File: config.mk
export PLATFORM = sky130hd
export DESIGN_NAME = piso_buf_256b
export DESIGN_NICKNAME = d
export VERILOG_FILES = /design/src/rtl/piso_buf_pkg.sv /design/src/rtl/mem_256B.sv /design/src/rtl/piso_buf_ctrl.sv /design/src/rtl/piso_buf_256b.sv
export SDC_FILE = /design/constraint.sdc
export NUM_CORES = 2
export LEC_CHECK = 0
export BUFFER_PORTS_ARGS = -buffer_cell sky130_fd_sc_hd__buf_2
export CORE_ASPECT_RATIO = 1.5
export CORE_MARGIN = 1.5
export CORE_UTILIZATION = 60
export DETAILED_ROUTE_END_ITERATION = 12
export PLACE_DENSITY = 0.88
export SLEW_MARGIN = 20
export SYNTH_ARGS = -nofsm -noshare
export SYNTH_HDL_FRONTEND = slang
export SYNTH_SLANG_ARGS = --single-unit
File: constraint.sdc
create_clock -name clk -period 5.6 [get_ports clk]
set_input_delay 0.28 -clock clk [delete_from_list [all_inputs] [get_ports clk]]
set_output_delay 0.28 -clock clk [all_outputs]
set_load 0.01 [all_outputs]
File: src/rtl/piso_buf_pkg.sv
// rtl/piso_buf_pkg.sv - shared types and sizes for the piso_buf_256b block
// Purpose: FSM state encoding, default geometry and derived counter widths.
package piso_buf_pkg;

  typedef enum logic [2:0] {
    ST_IDLE  = 3'd0,
    ST_READ  = 3'd1,
    ST_LOAD  = 3'd2,
    ST_SHIFT = 3'd3,
    ST_DONE  = 3'd4
  } piso_state_e;

  localparam int PISO_DEPTH = 64;
  localparam int PISO_WIDTH = 32;
  localparam int PTR_W      = 6;
  localparam int CNT_W      = 7;
  localparam int BIT_W      = 5;

endpackage

File: src/rtl/mem_256B.sv
// rtl/mem_256B.sv - simple dual-port memory, synchronous read with 1-cycle latency
// Purpose: word storage for the parallel-in serial-out buffer.
// Ports: clk; we/waddr/wdata write port; re/raddr read port; rdata registered read data.
module mem_256B #(
  parameter int DEPTH = 64,
  parameter int WIDTH = 32,
  parameter int AW    = $clog2(DEPTH)
) (
  input  logic             clk,
  input  logic             we,
  input  logic [AW-1:0]    waddr,
  input  logic [WIDTH-1:0] wdata,
  input  logic             re,
  input  logic [AW-1:0]    raddr,
  output logic [WIDTH-1:0] rdata
);

  logic [WIDTH-1:0] mem [DEPTH];

  always_ff @(posedge clk) begin
    if (we) begin
      mem[waddr] <= wdata;
    end
    if (re) begin
      rdata <= mem[raddr];
    end
  end

endmodule

File: src/rtl/piso_buf_ctrl.sv
// rtl/piso_buf_ctrl.sv - FSM, pointers and counters for the serial drain
// Purpose: accepts host writes in IDLE, then sequences READ/LOAD/SHIFT per word and
//          signals DONE after the last stored word has been shifted out.
// Ports: clk, reset (sync, active-high); pwr, start host controls;
//        mem_we/mem_waddr/mem_re/mem_raddr memory controls; load/shift shift-register strobes;
//        sout_valid, busy, done, wcount, full status.
module piso_buf_ctrl
  import piso_buf_pkg::*;
#(
  parameter int DEPTH = PISO_DEPTH,
  parameter int WIDTH = PISO_WIDTH,
  parameter int PW    = $clog2(DEPTH),
  parameter int CW    = $clog2(DEPTH) + 1,
  parameter int BW    = $clog2(WIDTH)
) (
  input  logic          clk,
  input  logic          reset,
  input  logic          pwr,
  input  logic          start,
  output logic          mem_we,
  output logic [PW-1:0] mem_waddr,
  output logic          mem_re,
  output logic [PW-1:0] mem_raddr,
  output logic          load,
  output logic          shift,
  output logic          sout_valid,
  output logic          busy,
  output logic          done,
  output logic [CW-1:0] wcount,
  output logic          full
);

  localparam logic [2:0] S_IDLE  = 3'(ST_IDLE);
  localparam logic [2:0] S_READ  = 3'(ST_READ);
  localparam logic [2:0] S_LOAD  = 3'(ST_LOAD);
  localparam logic [2:0] S_SHIFT = 3'(ST_SHIFT);
  localparam logic [2:0] S_DONE  = 3'(ST_DONE);

  logic [2:0]    state, state_nxt;
  logic [PW-1:0] wptr, rptr;
  logic [BW-1:0] bitcnt;
  logic          wr_ok, last_bit, last_word;

  assign full      = (wcount == CW'(DEPTH));
  assign wr_ok     = (state == S_IDLE) && pwr && !full;
  assign last_bit  = (bitcnt == '1);
  // wcount >= 1 whenever SHIFT is active, so wcount-1 never underflows here
  assign last_word = ({1'b0, rptr} == (wcount - CW'(1)));

  assign mem_we     = wr_ok;
  assign mem_waddr  = wptr;
  assign mem_re     = (state == S_READ);
  assign mem_raddr  = rptr;
  assign load       = (state == S_LOAD);
  assign shift      = (state == S_SHIFT);
  assign sout_valid = shift;
  assign busy       = (state != S_IDLE);
  assign done       = (state == S_DONE);

  always_comb begin
    state_nxt = state;
    case (state)
      // a write accepted in the same cycle as start counts toward the drain
      S_IDLE:  if (start) state_nxt = (wr_ok || (wcount != '0)) ? S_READ : S_DONE;
      S_READ:  state_nxt = S_LOAD;
      S_LOAD:  state_nxt = S_SHIFT;
      S_SHIFT: if (last_bit) state_nxt = last_word ? S_DONE : S_READ;
      S_DONE:  state_nxt = S_IDLE;
      default: state_nxt = S_IDLE;
    endcase
  end

  always_ff @(posedge clk) begin
    if (reset) begin
      state  <= S_IDLE;
      wptr   <= '0;
      rptr   <= '0;
      bitcnt <= '0;
      wcount <= '0;
    end else begin
      state <= state_nxt;
      if (wr_ok) begin
        wptr   <= wptr + PW'(1);
        wcount <= wcount + CW'(1);
      end
      if (state == S_LOAD) begin
        bitcnt <= '0;
      end else if (state == S_SHIFT) begin
        bitcnt <= bitcnt + BW'(1);
      end
      if ((state == S_SHIFT) && last_bit && !last_word) begin
        rptr <= rptr + PW'(1);
      end
      if (state == S_DONE) begin
        wptr   <= '0;
        rptr   <= '0;
        wcount <= '0;
      end
    end
  end

endmodule

File: src/rtl/piso_buf_256b.sv
// rtl/piso_buf_256b.sv - 64 x 32-bit parallel-in, serial-out transmit buffer
// Purpose: host writes words into memory, start drains them as a qualified bitstream.
// Ports: clk, reset (sync, active-high); pin/pwr parallel write; start drain request;
//        sout/sout_valid serial output; busy, done, wcount, full status.
// Config: PISO_BUF_LSB_FIRST_EN selects LSB-first bit order (default MSB-first).
module piso_buf_256b
  import piso_buf_pkg::*;
#(
  parameter int DEPTH = PISO_DEPTH,
  parameter int WIDTH = PISO_WIDTH
) (
  input  logic                     clk,
  input  logic                     reset,
  input  logic [WIDTH-1:0]         pin,
  input  logic                     pwr,
  input  logic                     start,
  output logic                     sout,
  output logic                     sout_valid,
  output logic                     busy,
  output logic                     done,
  output logic [$clog2(DEPTH):0]   wcount,
  output logic                     full
);

  localparam int PW = $clog2(DEPTH);

  logic             mem_we, mem_re, load, shift;
  logic [PW-1:0]    mem_waddr, mem_raddr;
  logic [WIDTH-1:0] rdata, sreg;

  piso_buf_ctrl #(.DEPTH(DEPTH), .WIDTH(WIDTH)) u_ctrl (
    .clk        (clk),
    .reset      (reset),
    .pwr        (pwr),
    .start      (start),
    .mem_we     (mem_we),
    .mem_waddr  (mem_waddr),
    .mem_re     (mem_re),
    .mem_raddr  (mem_raddr),
    .load       (load),
    .shift      (shift),
    .sout_valid (sout_valid),
    .busy       (busy),
    .done       (done),
    .wcount     (wcount),
    .full       (full)
  );

  mem_256B #(.DEPTH(DEPTH), .WIDTH(WIDTH)) u_mem (
    .clk   (clk),
    .we    (mem_we),
    .waddr (mem_waddr),
    .wdata (pin),
    .re    (mem_re),
    .raddr (mem_raddr),
    .rdata (rdata)
  );

  always_ff @(posedge clk) begin
    if (reset) begin
      sreg <= '0;
    end else if (load) begin
      sreg <= rdata;
    end else if (shift) begin
`ifdef PISO_BUF_LSB_FIRST_EN
      sreg <= sreg >> 1;
`else
      sreg <= sreg << 1;
`endif
    end
  end

  // gate with valid so sout is held at 0 between words and while idle
`ifdef PISO_BUF_LSB_FIRST_EN
  assign sout = sout_valid & sreg[0];
`else
  assign sout = sout_valid & sreg[WIDTH-1];
`endif

endmodule

======== Word level (Yosys, flattened, before mapping) ========
Memory sizes are Yosys's and may differ from the RTL's. A register that Yosys moved wholly into a read port is not among the register bits.
Cells that the tools add are included.
word-level totals
  bits in registers ....................... 59
  RAM bits ................................ 2048
  input port bits ......................... 36
  output and inout bits ................... 12
  logic and storage cells ................. 45
  memories ................................ 1
memory list
  memory     depth  bits a word  rd ports  clocked after memory_dff  wr ports  line            text
  u_mem.mem  64     32           1         1                         1         mem_256B.sv:18  logic [WIDTH-1:0] mem [DEPTH];
cells by class
  add/sub/neg operators ................... 5
  eq/ne operators ......................... 9
  mux-type cells .......................... 9
  bitwise gates (word level) .............. 1
  reductions and logical operators ........ 14
operators with widths
  kind                                                                number
  32-bit two-way mux                                                  2
  6-bit by 1-bit adder with 6-bit output, second input constant       2
  3-bit two-way mux                                                   4
  3-bit case mux with 4 select lines                                  1
  7-bit by 1-bit adder with 7-bit output, second input constant       1
  6-bit by 7-bit == test with 1-bit output                            1
  7-bit == test, second input constant                                1
  7-bit nonzero test                                                  1
  7-bit by 1-bit subtractor with 7-bit output, second input constant  1
  3-bit by 2-bit == test with 1-bit output, second input constant     2
  5-bit by 1-bit adder with 5-bit output, second input constant       1
  5-bit == test, second input constant                                1
  1-bit logical AND                                                   4
  2-bit OR reduction                                                  2
  3-bit by 1-bit == test with 1-bit output, second input constant     1
  3-bit == test, second input constant                                1
  3-bit logical NOT                                                   1
  3-bit nonzero test                                                  1
  1-bit logical NOT                                                   2
  1-bit two-way mux                                                   2
  2-bit by 1-bit != test with 1-bit output, second input constant     1
  2-bit != test, second input constant                                1
  2-bit AND reduction                                                 1
  2-bit nonzero test                                                  1
  other kinds (2)                                                     2

======== Logic depth before layout (Yosys ltp) ========
  word-level depth ........................ 7
  mapped depth ............................ 12
  gate-level depth less buffers ........... 8

======== Modules after synthesis ========
From an unflattened synthesis, not the netlist that was laid out.
unflattened totals
  cell total of the unflattened synthesis .. 3644
  area total of the unflattened synthesis .. 82051.2 um2
by module, submodules not included
  module         instances  cells each  area an instance (um2)  seq. area each (um2)
  mem_256B       1          3324        78835.6                 62459.9
  piso_buf_256b  1          143         1667.8                  640.6
  piso_buf_ctrl  1          177         1547.7                  540.5

======== Worst setup path before layout ========
Ideal clock, no wire load.
  kind .................................... register to register
  from .................................... register u_ctrl.wcount[0]
  to ...................................... memory u_mem.mem[46][0] (enable)
  setup time .............................. 421 ps
  arrival ................................. 3238 ps
  required time ........................... 5179 ps
  slack ................................... 1941 ps
  stages on the path, launching flop included .. 9
  path buffers ............................ 2
  period minus slack after synthesis ...... 3659 ps
  cell sequence ........................... dfxtp_1 buf_6 inv_1 ha_1 and3_1 nor3b_2 buf_2 nand4b_1 nor2_1
on the way
  longest elaborated chain between the ends .. 5
RTL lines
  element                                  line                 text
  start, declared                          piso_buf_ctrl.sv:29  output logic [CW-1:0] wcount,
  start signal, assigned                   piso_buf_ctrl.sv:84  wcount <= wcount + CW'(1);
  7-bit == test                            piso_buf_ctrl.sv:44  assign full = (wcount == CW'(DEPTH));
  net full                                 piso_buf_256b.sv:22  output logic full
  1-bit logical NOT                        piso_buf_ctrl.sv:45  assign wr_ok = (state == S_IDLE) && pwr && !full;
  1-bit logical AND                        piso_buf_ctrl.sv:45
  1-bit two-way mux                        mem_256B.sv:21       if (we) begin
  1-bit two-way mux (not written as such)  mem_256B.sv:22       mem[waddr] <= wdata;
  end, declared                            mem_256B.sv:18
The timed path passes the listed nets, and every way through them passes these cells.

======== Worst setup path after layout ========
  from .................................... register u_ctrl.wcount[0]
  to ...................................... memory u_mem.mem[26][2] (enable)
on the way
  longest elaborated chain between the ends .. 5
RTL lines
  element                                  line
  7-bit == test                            piso_buf_ctrl.sv:44
  1-bit logical NOT                        piso_buf_ctrl.sv:45
  1-bit logical AND                        piso_buf_ctrl.sv:45
  1-bit two-way mux                        mem_256B.sv:21
  1-bit two-way mux (not written as such)  mem_256B.sv:22
No other way between the ends.

==> results.txt <==
status - complete, but fails checks
failing checks - DRC, capacitance limit, slew limit
Worst setup EP type - flip-flop
Max IR drop VDD - 0.376 mV
Mapped Nets - 3874
Post-synth EDFFs - 2080
Avg Synthesized Cell Area - 21.5 um2
crit-path max FO - 32
Synth Register Bits - 2139
gr ovfl total - 0
worst slew pin tran - 2.00 ns
Layout fillers - 7446
CTS max path bufs - 3
critical path class - reg2reg
DRT iter0 DRCs - 8654
fin cells - 5891
Arr. time, crit path - 4.81 ns
total wire length - 246000 um
sw power - 0.00687 W
final setup skew - 0.0451 ns
Max Freq - 0.228 GHz
sequential fraction of the synthesis area - 0.773
Core ar. - 0.136 mm2
Die ar. - 0.140 mm2
layout cell share with drive strength beyond 1 - 0.252
CP Cell Sequence - inv_1, ha_1, and3_1, nor3b_2, buf_4, nor2b_1, nand3b_1, nor2_4
antenna violations before repair - 16
max incr delay on CP - 1.23 ns
combinational share of power - 0.036
remaining antenna violation count after routing - 0
yosys warns - 0
Die Span Y - 457 um
clock transition time at the flip-flop clock pins of the worst setup and hold paths - 0.07 ns
Slew headroom - -0.335
CTS tree - done
Finished Cell Area - 0.0914 mm2
gr usage total - 0.331
drt wl/cell - 41.7 um
placed insts - 5548
first-pass iteration count of the detailed router - 11
Final Cycle Share - 0.782
Hold Slack - 0.0128 ns
LEAKAGE - 27.6 nW
Flop pwr share - 0.564
Placer Congestion - 0.889
nets - 4019
clk root buf - clkbuf_16
max-cap violations - 1
Cell Int Power - 0.0249 W
min-delay worst type - in2reg
number of buffers added on ports - 47
final setup fails - 0
synthesized cell area - 0.0824 mm2
Total Neg Setup Slack - 0 ns
leading area contributor after synthesis - edfxtp_1
startpoint types - flip-flop
H-tree depth - 4
Critical Path RT - 6.03 ns
via count - 45699
vias in the first global route - 44142
Via density - 7.76
Synth-to-Final Area Change - 11.0%
starting density of the core - 0.605
Slew Viols, Final - 6
Fin. Hold Viols - 0
synth top area cells - edfxtp_1 (76%), mux4_2 (13%), mux2i_1 (2.6%), dfxtp_1 (1.4%), nor2_1 (0.66%)
P per Cell Area - 348 mW/mm2
Net Sw Frac - 0.216
Yosys top cell area share - 0.758
# clock sinks - 2139
largest net degree at the start of global routing - 80
Final min period - 4.38 ns
Main synth FF type - edfxtp_1
DRC - 4
CP max stage cell - nor2_4
RSZ-0062 raised after global routing - no
die width - 306 um
total power - 0.0318 W
clk_lat worst skew - 0.84 ns
first-pass GRT wire length - 326000 um
Ports - 48
TritonCTS buffer count - 173
Yosys cell types - 67
HPWL Detailed - 121000 um
Cell Rows - 166
Synth Instances - 3831
dpl cell area - 0.0853 mm2
Clock power frac - 0.401
ys async rst share - 0
## timing repair
item	4_1_cts	5_1_grt
hold endpoints to repair	2	0
buffers inserted	0	0
hold buffers	2	0
resized for setup	0	0
## per-layer routing
layer / vias up / GRT usage / wire length (um)
met5: - / 0 / 90
met4: 14 / 0.223 / 22900
met3: 1385 / 0.0782 / 32300
met2: 5416 / 0.547 / 119000
met1: 22583 / 0.388 / 71600
li1: 16301 / - / -
## worst max-delay path: cells and delay by family (launching register included)
kind,cells,cell delay (ns)
buffers and inverters,2,0.38
DFF,1,0.55
adders and majority gates,1,0.23
and+or+nand+nor,5,2.77
## through the flow
stage | utilization | setup slack (ns)
after global placement | 0.626 | 1.63
after detailed placement | 0.626 | 1.48
after floorplan | - | 1.94
after global routing | 0.671 | 1.12
after CTS | 0.668 | 1.27
final | 0.671 | 1.22
## cell families (layout without fill, tap and decap cells)
group           after synthesis  after routing  share of synthesized area
compound gates              360            360                     0.0291
xor+xnor                     16             16                    0.00170
fa+ha+maj                     7              7                    0.00106
buf+inv                     233            520                     0.0156
flops                      2139           2139                      0.773
mux                         716            716                      0.160
other cells                   0              9                          0
simple gates                360            360                     0.0197
## power by group through the flow
| stage | clock [W] | combinational (W) | sequential, W |
|---|---|---|---|
| 6_report | 0.0127 | 0.00114 | 0.0179 |
| 5_1_grt | 0.0132 | 0.00116 | 0.0179 |
| 4_1_cts | 0.0126 | 0.00105 | 0.0179 |
| 3_5_place_dp | 0 | 0.00101 | 0.0182 |
| 3_3_place_gp | 0 | 0.000929 | 0.0182 |
| 2_1_floorplan | 0 | 0.000507 | 0.0182 |
## cells in the final DEF (no fill, tap or decap), drive strengths merged, types with 4 or more instances in the layout
cell,synthesis,final
edfxtp,2080,2080
mux4,480,480
clkbuf,92,224
mux2i,218,218
buf,133,193
nor2,145,145
nand2,108,108
a21oi,81,81
o21ai,77,77
clkinv,1,67
dfxtp,59,59
a211oi,44,44
o22ai,41,41
nand3,36,36
o221ai,34,34
a22oi,26,26
bufinv,0,19
mux2,18,18
a211o,14,14
nor3,13,13
inv,7,11
xor2,10,10
diode,0,9
a221oi,9,9
a2111oi,9,9
nand3b,8,8
and2,7,7
ha,7,7
nor4,7,7
nand4,6,6
xnor2,6,6
or3,6,6
and3,5,5
nor2b,5,5
a21o,4,4
clkinvlp,0,4
a31oi,4,4
o31ai,4,4
or4,4,4
## worst paths after layout
path / from / cells after the start / slack (ns) / endpoint
worst max-delay path: u_ctrl.wcount[0] / 8 / 1.22 / u_mem.mem[26][2]
worst min-delay path: pin[28] / 1 / 0.01 / u_mem.mem[62][28]
worst max register to register: u_ctrl.wcount[0] / 8 / 1.22 / u_mem.mem[26][2]
worst min register to register: u_ctrl.bitcnt[4] / 2 / 0.48 / u_ctrl.bitcnt[4]
## synthesized netlist by cell type (all sizes together) (4+ instances only)
| cell type | count |
|---|---|
| a21oi | 81 |
| inv | 7 |
| a211oi | 44 |
| edfxtp | 2080 |
| nor3 | 13 |
| dfxtp | 59 |
| a21o | 4 |
| mux4 | 480 |
| nor4 | 7 |
| o21ai | 77 |
| mux2 | 18 |
| a31oi | 4 |
| nand3 | 36 |
| ha | 7 |
| xor2 | 10 |
| nand3b | 8 |
| o31ai | 4 |
| nand4 | 6 |
| nand2 | 108 |
| or3 | 6 |
| o22ai | 41 |
| nor2 | 145 |
| mux2i | 218 |
| buf | 133 |
| and2 | 7 |
| nor2b | 5 |
| a211o | 14 |
| or4 | 4 |
| a221oi | 9 |
| and3 | 5 |
| xnor2 | 6 |
| a2111oi | 9 |
| clkbuf | 92 |
| o221ai | 34 |
| a22oi | 26 |
## cell type report
class | instances | area [um2] | area share
clock inverter | 93 | 980 | 0.0107
inverter | 8 | 30.0 | 0.000329
timing repair buffer | 195 | 1820 | 0.0199
antenna | 9 | 22.5 | 0.000246
tap | 1764 | 2210 | 0.0241
multi-input combinational | 1459 | 17900 | 0.196
clock buffer | 224 | 4750 | 0.0520
sequential | 2139 | 63700 | 0.696
## registers in the layout (all words and copies together) (netlist names)
| register | cells |
|---|---|
| u_ctrl.state | 3 |
| u_ctrl.bitcnt | 5 |
| u_ctrl.wcount | 7 |
| sreg | 32 |
| u_ctrl.mem_waddr | 6 |
| u_ctrl.mem_raddr | 6 |
| u_mem.rdata | 32 |
| u_mem.mem | 2048 |
(Power assumes the default switching activity.)
